===== src/rtl/countdown_pkg.sv =====
// Shared types and constants for the countdown timer.
package countdown_pkg;

    localparam int DEFAULT_WIDTH = 8;

    typedef enum logic {
        IDLE = 1'b0,
        RUN  = 1'b1
    } state_t;

endpackage


===== src/rtl/countdown_timer.sv =====
// Loadable down-counter with hold/abort and a registered terminal-count pulse.
// Optional feature: define COUNTDOWN_AUTO_RELOAD_EN to restart from the last loaded value.
module countdown_timer
    import countdown_pkg::*;
#(
    parameter int WIDTH = DEFAULT_WIDTH
) (
    input  logic             clk,
    input  logic             rstn,
    input  logic             load_valid,
    output logic             load_ready,
    input  logic [WIDTH-1:0] load_val,
    input  logic             hold,
    input  logic             abort,
    output logic [WIDTH-1:0] cnt,
    output logic             busy,
    output logic             done
);

    localparam logic [WIDTH-1:0] ONE = WIDTH'(1);

    state_t           state_reg;
    logic [WIDTH-1:0] cnt_reg;
    logic             done_reg;
`ifdef COUNTDOWN_AUTO_RELOAD_EN
    logic [WIDTH-1:0] reload_reg;
`endif

    always_ff @(posedge clk or negedge rstn) begin
        if (!rstn) begin
            state_reg  <= IDLE;
            cnt_reg    <= '0;
            done_reg   <= 1'b0;
`ifdef COUNTDOWN_AUTO_RELOAD_EN
            reload_reg <= '0;
`endif
        end else begin
            done_reg <= 1'b0;
            case (state_reg)
                IDLE: begin
                    // load_ready is high throughout IDLE, so load_valid alone completes the handshake
                    if (load_valid) begin
                        cnt_reg <= load_val;
`ifdef COUNTDOWN_AUTO_RELOAD_EN
                        reload_reg <= load_val;
`endif
                        if (load_val == '0) begin
                            done_reg <= 1'b1;
                        end else begin
                            state_reg <= RUN;
                        end
                    end
                end
                RUN: begin
                    if (abort) begin
                        state_reg <= IDLE;
                        cnt_reg   <= '0;
                    end else if (!hold) begin
                        if (cnt_reg == ONE) begin
                            cnt_reg  <= '0;
                            done_reg <= 1'b1;
`ifdef COUNTDOWN_AUTO_RELOAD_EN
                            if (reload_reg == '0) begin
                                state_reg <= IDLE;
                            end
`else
                            state_reg <= IDLE;
`endif
                        end
`ifdef COUNTDOWN_AUTO_RELOAD_EN
                        // zero in RUN only occurs for one cycle after a terminal edge
                        else if (cnt_reg == '0) begin
                            cnt_reg <= reload_reg;
                        end
`endif
                        else begin
                            cnt_reg <= cnt_reg - ONE;
                        end
                    end
                end
                default: state_reg <= IDLE;
            endcase
        end
    end

    assign load_ready = (state_reg == IDLE);
    assign busy       = (state_reg == RUN);
    assign cnt        = cnt_reg;
    assign done       = done_reg;

endmodule


===== config.mk =====
export PLATFORM = sky130hd
export DESIGN_NAME = countdown_timer
export DESIGN_NICKNAME = d
export VERILOG_FILES = /design/src/rtl/countdown_pkg.sv /design/src/rtl/countdown_timer.sv
export SDC_FILE = /design/constraint.sdc
export NUM_CORES = 1
export LEC_CHECK = 0
export CORE_MARGIN = 2
export CORE_UTILIZATION = 45
export DETAILED_ROUTE_END_ITERATION = 16
export PLACE_DENSITY_LB_ADDON = 0.12
export RECOVER_POWER = 25
export SLEW_MARGIN = 20
export SYNTH_ARGS = -nofsm -noshare
export SYNTH_HDL_FRONTEND = slang
export SYNTH_SLANG_ARGS = --single-unit
export TNS_END_PERCENT = 1

===== constraint.sdc =====
create_clock -name clk -period 2.55 [get_ports clk]
set_clock_uncertainty 0.15 [all_clocks]
set_input_delay 0.3825 -clock clk [delete_from_list [all_inputs] [get_ports clk]]
set_output_delay 0.3825 -clock clk [all_outputs]
set_load 0.01 [all_outputs]

After elaboration in Yosys (flattened, before gate mapping)
Index checks and enable logic that the tools add are counted.
Storage, ports and cells
  register bits: 10
  input bits: 13
  output and inout bits: 11
  logic and storage cells: 27
Operators by class
  add/subtract/negate cells: 1
  equality and inequality tests: 3
  muxes and demuxes: 17
  bitwise operators: 1
  reductions and logical operators: 2
Operators with widths (number)
  8-bit two-way mux: 4
  8-bit one-hot mux with 2 select lines: 1
  1-bit two-way mux: 10
  8-bit by 1-bit equality test with 1-bit output, second input constant: 1
  8-bit logical NOT: 1
  8-bit by 1-bit subtractor with 8-bit output, second input constant: 1
  1-bit one-hot mux with 2 select lines: 2
  3-bit inequality test, second input constant: 1
  2-bit inequality test, second input constant: 1
  2-bit AND reduction: 1
  1-bit NOT: 1

Depth between registers and ports, before layout
Gate-level depths: netlist of the first run.
  depth after elaboration: 5
  depth in mapped cells: 6
  depth with buffers taken out: 6

Worst setup path after synthesis of the first run
Ideal clock, no wire load.
  path kind: register -> register
  start point: register cnt_reg[1] (netlist: cnt[1])
  end point: register cnt_reg[6] (netlist: cnt[6])
  setup time: 121 ps
  data arrival time: 1522 ps
  data required time: 2279 ps
  setup slack: 757 ps
  cell stages (with the launch flop): 7
  path buffers: 0
  period minus slack after synthesis: 1793 ps
  path through: dfrtp_1 -> inv_1 -> ha_1 -> nor4b_2 -> a21o_2 -> o21ai_0 -> a22o_1
Between the ends
  word-level cells in the longest chain between the ends: 5
  elaborated cells on any way between the ends: 6
  classes of those cells: add/sub: 1; eq/ne: 1; mux: 4
RTL lines
  from (decl): line countdown_timer.sv:23  | logic [WIDTH-1:0] cnt_reg;
  from (signal assigned): line countdown_timer.sv:43  | cnt_reg <= load_val;
  from (signal assigned): line countdown_timer.sv:77  | cnt_reg <= cnt_reg - ONE;
  8-bit by 1-bit subtractor with 8-bit output / 8-bit by 1-bit equality test with 1-bit output (equally long branches): line countdown_timer.sv:77, countdown_timer.sv:59
  8-bit two-way mux (*): line countdown_timer.sv:59  | if (cnt_reg == ONE) begin
  8-bit two-way mux (*): line countdown_timer.sv:58  | end else if (!hold) begin
  8-bit two-way mux (*): line countdown_timer.sv:55  | if (abort) begin
  8-bit one-hot mux with 2 select lines (*): line countdown_timer.sv:39  | case (state_reg)
Mark *: on every way between the ends. The rest lies on a longest branch, timed or not. The select of a mux whose other input is x is not followed.
A chain may end at the register's enable or synchronous reset.

Final worst setup path of the first run
  start point: register state_reg (netlist: busy)
  end point: output port load_ready
Between the ends
  word-level cells in the longest chain between the ends: 1
RTL lines
  from (decl): line countdown_timer.sv:22  | state_t state_reg;
  from (signal assigned): line countdown_timer.sv:31  | state_reg <= IDLE;
  from (signal assigned): line countdown_timer.sv:50  | state_reg <= RUN;
  from (signal assigned): line countdown_timer.sv:56  | state_reg <= IDLE;
  1-bit NOT
  to (decl): line countdown_timer.sv:11  | output logic load_ready,
Every way passes these cells.

==> results.yml, run 1 <==
outcome:
  status: "finished, final reports clean"
synth:
  avgSynthCellArea_um2: 9.569
  netlist_area_um2: 679.4
  synth_cell_types: 28
  yosysSeqAreaShare: 0.3683
  yosys-top-cells-area: "dfrtp_1 37%, o21ai_0 5.9%, o2bb2ai_1 5.2%"
  synthCells: 71
  yosys_warnings: 0
  ys_ff_latch: 10
  syn_nets: 86
  synth_top_area_cell: "dfrtp_1"
  synth_top_area_share: 0.3683
drt:
  dr_total_vias: 672
  wl_per_cell_um: 15.06
  ant_nets: 0
  first_pass_iters: 4
  drc_errors: 0
  drtIter0Drc: 28
  routed_wl_mm: 1.702
  avgViaCountPerCell: 5.947
cts:
  cts_buffers: 3
  cts_resized: 0
  cts_buffer_depth: 2
  cts_hold_buf: 0
  post_cts_buffers: 0
  clkSinkCount: 10
  clk_latency_ns: 0.27
  cts_root_buf: "clkbuf_4"
  cts.htree.levels: 1
  cts_tree: "done"
  clk_pin_slew_worst_paths_ns: 0.07
timing:
  setup_tns_ns: 0
  max_slew.worst_pin.slew_ns: 0.7107
  finalCritPeriodShare: 0.8385
  finalSetupViolCount: 0
  max_freq_mhz: 467.7
  slew_viol_final: 0
  period_needed_ns: 2.138
  rsz0062_at_grt: "no"
  hold_viol: 0
  relSlewSlack: 0.5212
global_routing:
  grt_pass1_wl_mm: 2.849
  grt_use_met1: 0.2857
  grt_max_degree: 13
  first_global_vias: 650
  use_met2: 0.3242
  busiest_layer: "met2"
  grtUsageMet3: 0.02979
  grt_overflow: 0
  antenna_found_initial: 0
  track_usage: 0.2065
worst_setup_path:
  required_ns: 2.02
  cp_max_fo: 12
  arrival_ns: 1.61
  startpoint_type: "register"
  critPathMaxStageDelay_ns: 0.61
  cpMaxStageDelayCell: "clkdlybuf4s50_1"
  endpoint_kind: "output port"
  timing.critical_path.cells: "inv_1, clkdlybuf4s50_1"
  setup.worst_path.class: "reg -> out"
final_layout:
  layout-drive-gt1-share: 0.1134
  most-common-layout-cells: "22 x clkdlybuf4s50_1, 10 x dfrtp_1, 8 x o21ai_0"
  nFillCells: 127
  finalNonFillerCells: 113
  largest_reg_flops: 8
  syn_to_final_growth_pct: 40.15
  fin_nets: 113
  antenna_cells: 0
  final_common_cell: "clkdlybuf4s50_1"
power:
  leakagePower_nw: 0.3830
  seq_power_share: 0.314
  clkPwrFrac: 0.141
  pwr-share-comb: 0.545
  netSwitchingPower_mw: 0.4422
  intPower_mw: 0.6085
  switching_share: 0.4208
  p_per_area_nw_per_um2: 1104
  ir_worst_vdd_uv: 604.7
floorplanning:
  core_um2: 1454
  row_count: 14
  ios: 24
  die_h_um: 42.86
  dieArea_um2: 1837
  die_width_um: 42.86
  initial_core_util: 0.4673
job:
  max_cap_viol_count: 0
placement:
  finalWeightedCongestion: 0.7875
  numPortBuffers: 23
  dp_hpwl_mm: 1.258
  placedCellCount: 109
min_path:
  hp-class: "in -> async"
power groups by stage:
stage	combinational [mW]	clock [mW]	sequential [mW]
after global placement	0.571	0	0.326
final	0.573	0.148	0.330
after global routing	0.623	0.157	0.341
after detailed placement	0.567	0	0.329
after floorplan	0.331	0	0.341
after CTS	0.572	0.150	0.329
logic make-up (layout without fill, tap and decap cells):
family | Yosys count | after routing | share of synthesized area
DFF | 10 | 10 | 0.3683
and+or+nand+nor | 23 | 23 | 0.1989
AOI/OAI and AO/OA | 29 | 29 | 0.3426
buffers and inverters | 7 | 33 | 0.05340
adders and majority gates | 2 | 2 | 0.03683
cell usage after synthesis:
library cell  number
dfrtp_1           10
o21ai_0            8
nand2_1            7
inv_1              6
nor2_1             5
o2bb2ai_1          4
a22o_1             3
nor3_1             3
a21oi_1            2
a22oi_1            2
a32oi_1            2
ha_1               2
nor4_1             2
a2111oi_4          1
a21o_1             1
a21o_2             1
a31oi_1            1
clkbuf_8           1
nand2b_1           1
nand3b_1           1
nor4b_2            1
o21a_1             1
o22ai_1            1
o32ai_1            1
o41ai_2            1
or3_4              1
or3b_4             1
or4_4              1
worst max-delay path: cells and delay by family (launching register included):
| family | cells | cell delay [ns] |
|---|---|---|
| buffers and inverters | 2 | 0.90 |
| DFF | 1 | 0.43 |
layer usage:
metal  up-vias  wire (µm)
li1        329          -
met1       310        796
met2        31        765
met3         2        122
met4         0         18
met5         -          0
per-stage QoR:
step	util	total power [mW]	hold WS, ns	area [µm²]	setup slack [ns]
detailed placement	0.6299	0.8964	0.4216	915.9	0.5285
global route	0.6549	1.121	0.4058	952.2	0.3326
finish	0.6549	1.051	0.3530	952.2	0.4119
floorplan	-	0.6719	-0.06309	679.4	0.7572
global placement	0.6299	0.8970	0.4009	915.9	0.5515
CTS	0.6549	1.051	0.3044	952.2	0.4098
final timing paths:
kind | startpoint | cells past startpoint | endpoint | slack (ns)
worst min-delay path | rstn | 1 | cnt[6] | 0.35
worst min register to register | cnt[6] | 1 | cnt[6] | 0.43
max in group asynchronous | rstn | 1 | cnt[1] | 1.57
worst max register to register | cnt[1] | 6 | cnt[6] | 0.57
worst max-delay path | busy | 2 | load_ready | 0.41
min in group clk | cnt[6] | 1 | cnt[6] | 0.43
area by class of cell:
class	instances	area [µm²]	share of cell area
well taps	16	20.02	0.02102
multi-input cells	54	392.9	0.4126
clock buffers	4	36.28	0.03811
inverters	6	22.52	0.02365
flip-flops and latches	10	250.2	0.2628
repair buffers	23	230.2	0.2418
Power figures use the tool's default switching activity.
==> run 2, diff against run 1 <==
Settings changed: CORE_UTILIZATION 45 to 43.
Clock period 2.55 ns to 2.2 ns, I/O delays scaled along.
==> run 2 against run 1 <==
Count of clock-buffer cells in the layout fell by 1. Combinational power grew 16%. First-iteration DRC count is 18% lower. Utilization is 2.5 points lower. Global-route usage decreased by 1.4 points. Sequential share of layout area grew 0.39 points. Largest cell class unchanged.
==> results.yml, run 2 (synthesized netlist as in run 1, its figures left out) <==
worst_setup_path:
  timing.critical_path.cells: "inv_1, clkdlybuf4s50_1"
  critPathMaxStageDelay_ns: 0.61
  cpMaxStageDelayCell: "clkdlybuf4s50_1"
  startpoint_type: "register"
  required_ns: 1.72
  endpoint_kind: "output port"
  cp_max_fo: 12
  arrival_ns: 1.61
  setup.worst_path.class: "reg -> out"
global_routing:
  grt_overflow: 0
  track_usage: 0.1928
  first_global_vias: 570
  antenna_found_initial: 0
  grt_pass1_wl_mm: 2.649
  grt_max_degree: 13
drt:
  first_pass_iters: 5
  wl_per_cell_um: 15.20
  dr_total_vias: 682
  avgViaCountPerCell: 6.089
  drtIter0Drc: 23
  routed_wl_mm: 1.702
  drc_errors: 0
  ant_nets: 0
cts:
  cts.htree.levels: 1
  cts_tree: "done"
  cts_buffers: 3
  post_cts_buffers: 0
  cts_hold_buf: 0
  cts_buffer_depth: 2
  clk_pin_slew_worst_paths_ns: 0.07
  cts_resized: 0
  cts_root_buf: "clkbuf_4"
  clkSinkCount: 10
  clk_latency_ns: 0.27
timing:
  finalSetupViolCount: 0
  period_needed_ns: 2.087
  finalCritPeriodShare: 0.9485
  hold-worst-slack_ns: 0.3031
  layout_setup_ws_ns: 0.1133
  max_slew.worst_pin.slew_ns: 0.6289
  rsz0062_at_grt: "no"
  slew_viol_final: 0
  setup_tns_ns: 0
  hold_viol: 0
  relSlewSlack: 0.5763
  max_freq_mhz: 479.2
final_layout:
  fin_nets: 113
  syn_to_final_growth_pct: 38.12
  layout-drive-gt1-share: 0.1042
  final_common_cell: "clkdlybuf4s50_1"
  antenna_cells: 0
  most-common-layout-cells: "22 x clkdlybuf4s50_1, 10 x dfrtp_1, 8 x o21ai_0"
  largest_reg_flops: 8
  final_area_um2: 938.4
floorplanning:
  core_um2: 1489
  die_width_um: 43.75
  die_h_um: 43.75
  row_count: 14
  dieArea_um2: 1914
  initial_core_util: 0.4563
  ios: 24
power:
  ir_worst_vdd_uv: 624.9
  p_per_area_nw_per_um2: 1246
  leakagePower_nw: 0.3759
placement:
  finalWeightedCongestion: 0.7866
  numPortBuffers: 23
  dpl_cell_area_um2: 915.9
  dp_hpwl_mm: 1.248
  dpl_worst_slack_ns: 0.2158
outcome:
  status: "finished, final reports clean"
job:
  max_cap_viol_count: 0
min_path:
  hp-class: "in -> async"
[run 2: cell count changes in the layout (fill, tap and decap cells not counted)]
cell      delta
clkbuf_8     -1
[run 2: where the power goes]
part | switching [mW] | internal [mW] | leakage, nW
sequential | 0.117 | 0.259 | 0.127
clock | 0.0676 | 0.0634 | 0.0138
combinational | 0.316 | 0.347 | 0.235
total | 0.500 | 0.669 | 0.376
[run 2: final cells by class]
cell class | count | area, µm²
Timing Repair Buffer | 23 | 230.2
Inverter | 6 | 22.52
Tap cell | 16 | 20.02
Sequential cell | 10 | 250.2
Clock buffer | 3 | 22.52
Multi-Input combinational cell | 54 | 392.9
Fill cell | 133 | 550.5
[run 2: final timing paths]
check                                  end  cells past startpoint   start  slack (ns)
worst min-delay path                cnt[4]                      1    rstn        0.30
worst max register to register      cnt[6]                      6  cnt[1]        0.22
min in group clk                    cnt[6]                      1  cnt[6]        0.42
max in group asynchronous           cnt[5]                      1    rstn        1.27
worst max-delay path            load_ready                      2    busy        0.11
worst min register to register      cnt[6]                      1  cnt[6]        0.42
[run 2: layer usage]
layer	global-route usage	up-vias	wire length (µm)
met5	0	-	0
met4	0.1273	0	39
met3	0.02500	4	98
met2	0.2618	31	745
met1	0.2827	323	818
li1	-	324	-
[run 2: critical path, delay by kind of cell (launching register included)]
family	cells	cell delay (ns)
buffers and inverters	2	0.91
flip-flops	1	0.43
[run 2: stage by stage]
stage                     power (mW)  std cells    util
after floorplan               0.7788         71       -
after global placement         1.039        109  0.6151
after detailed placement       1.038        109  0.6151
after CTS                      1.173        112  0.6303
after global routing           1.258        112  0.6303
final                          1.169        112  0.6303
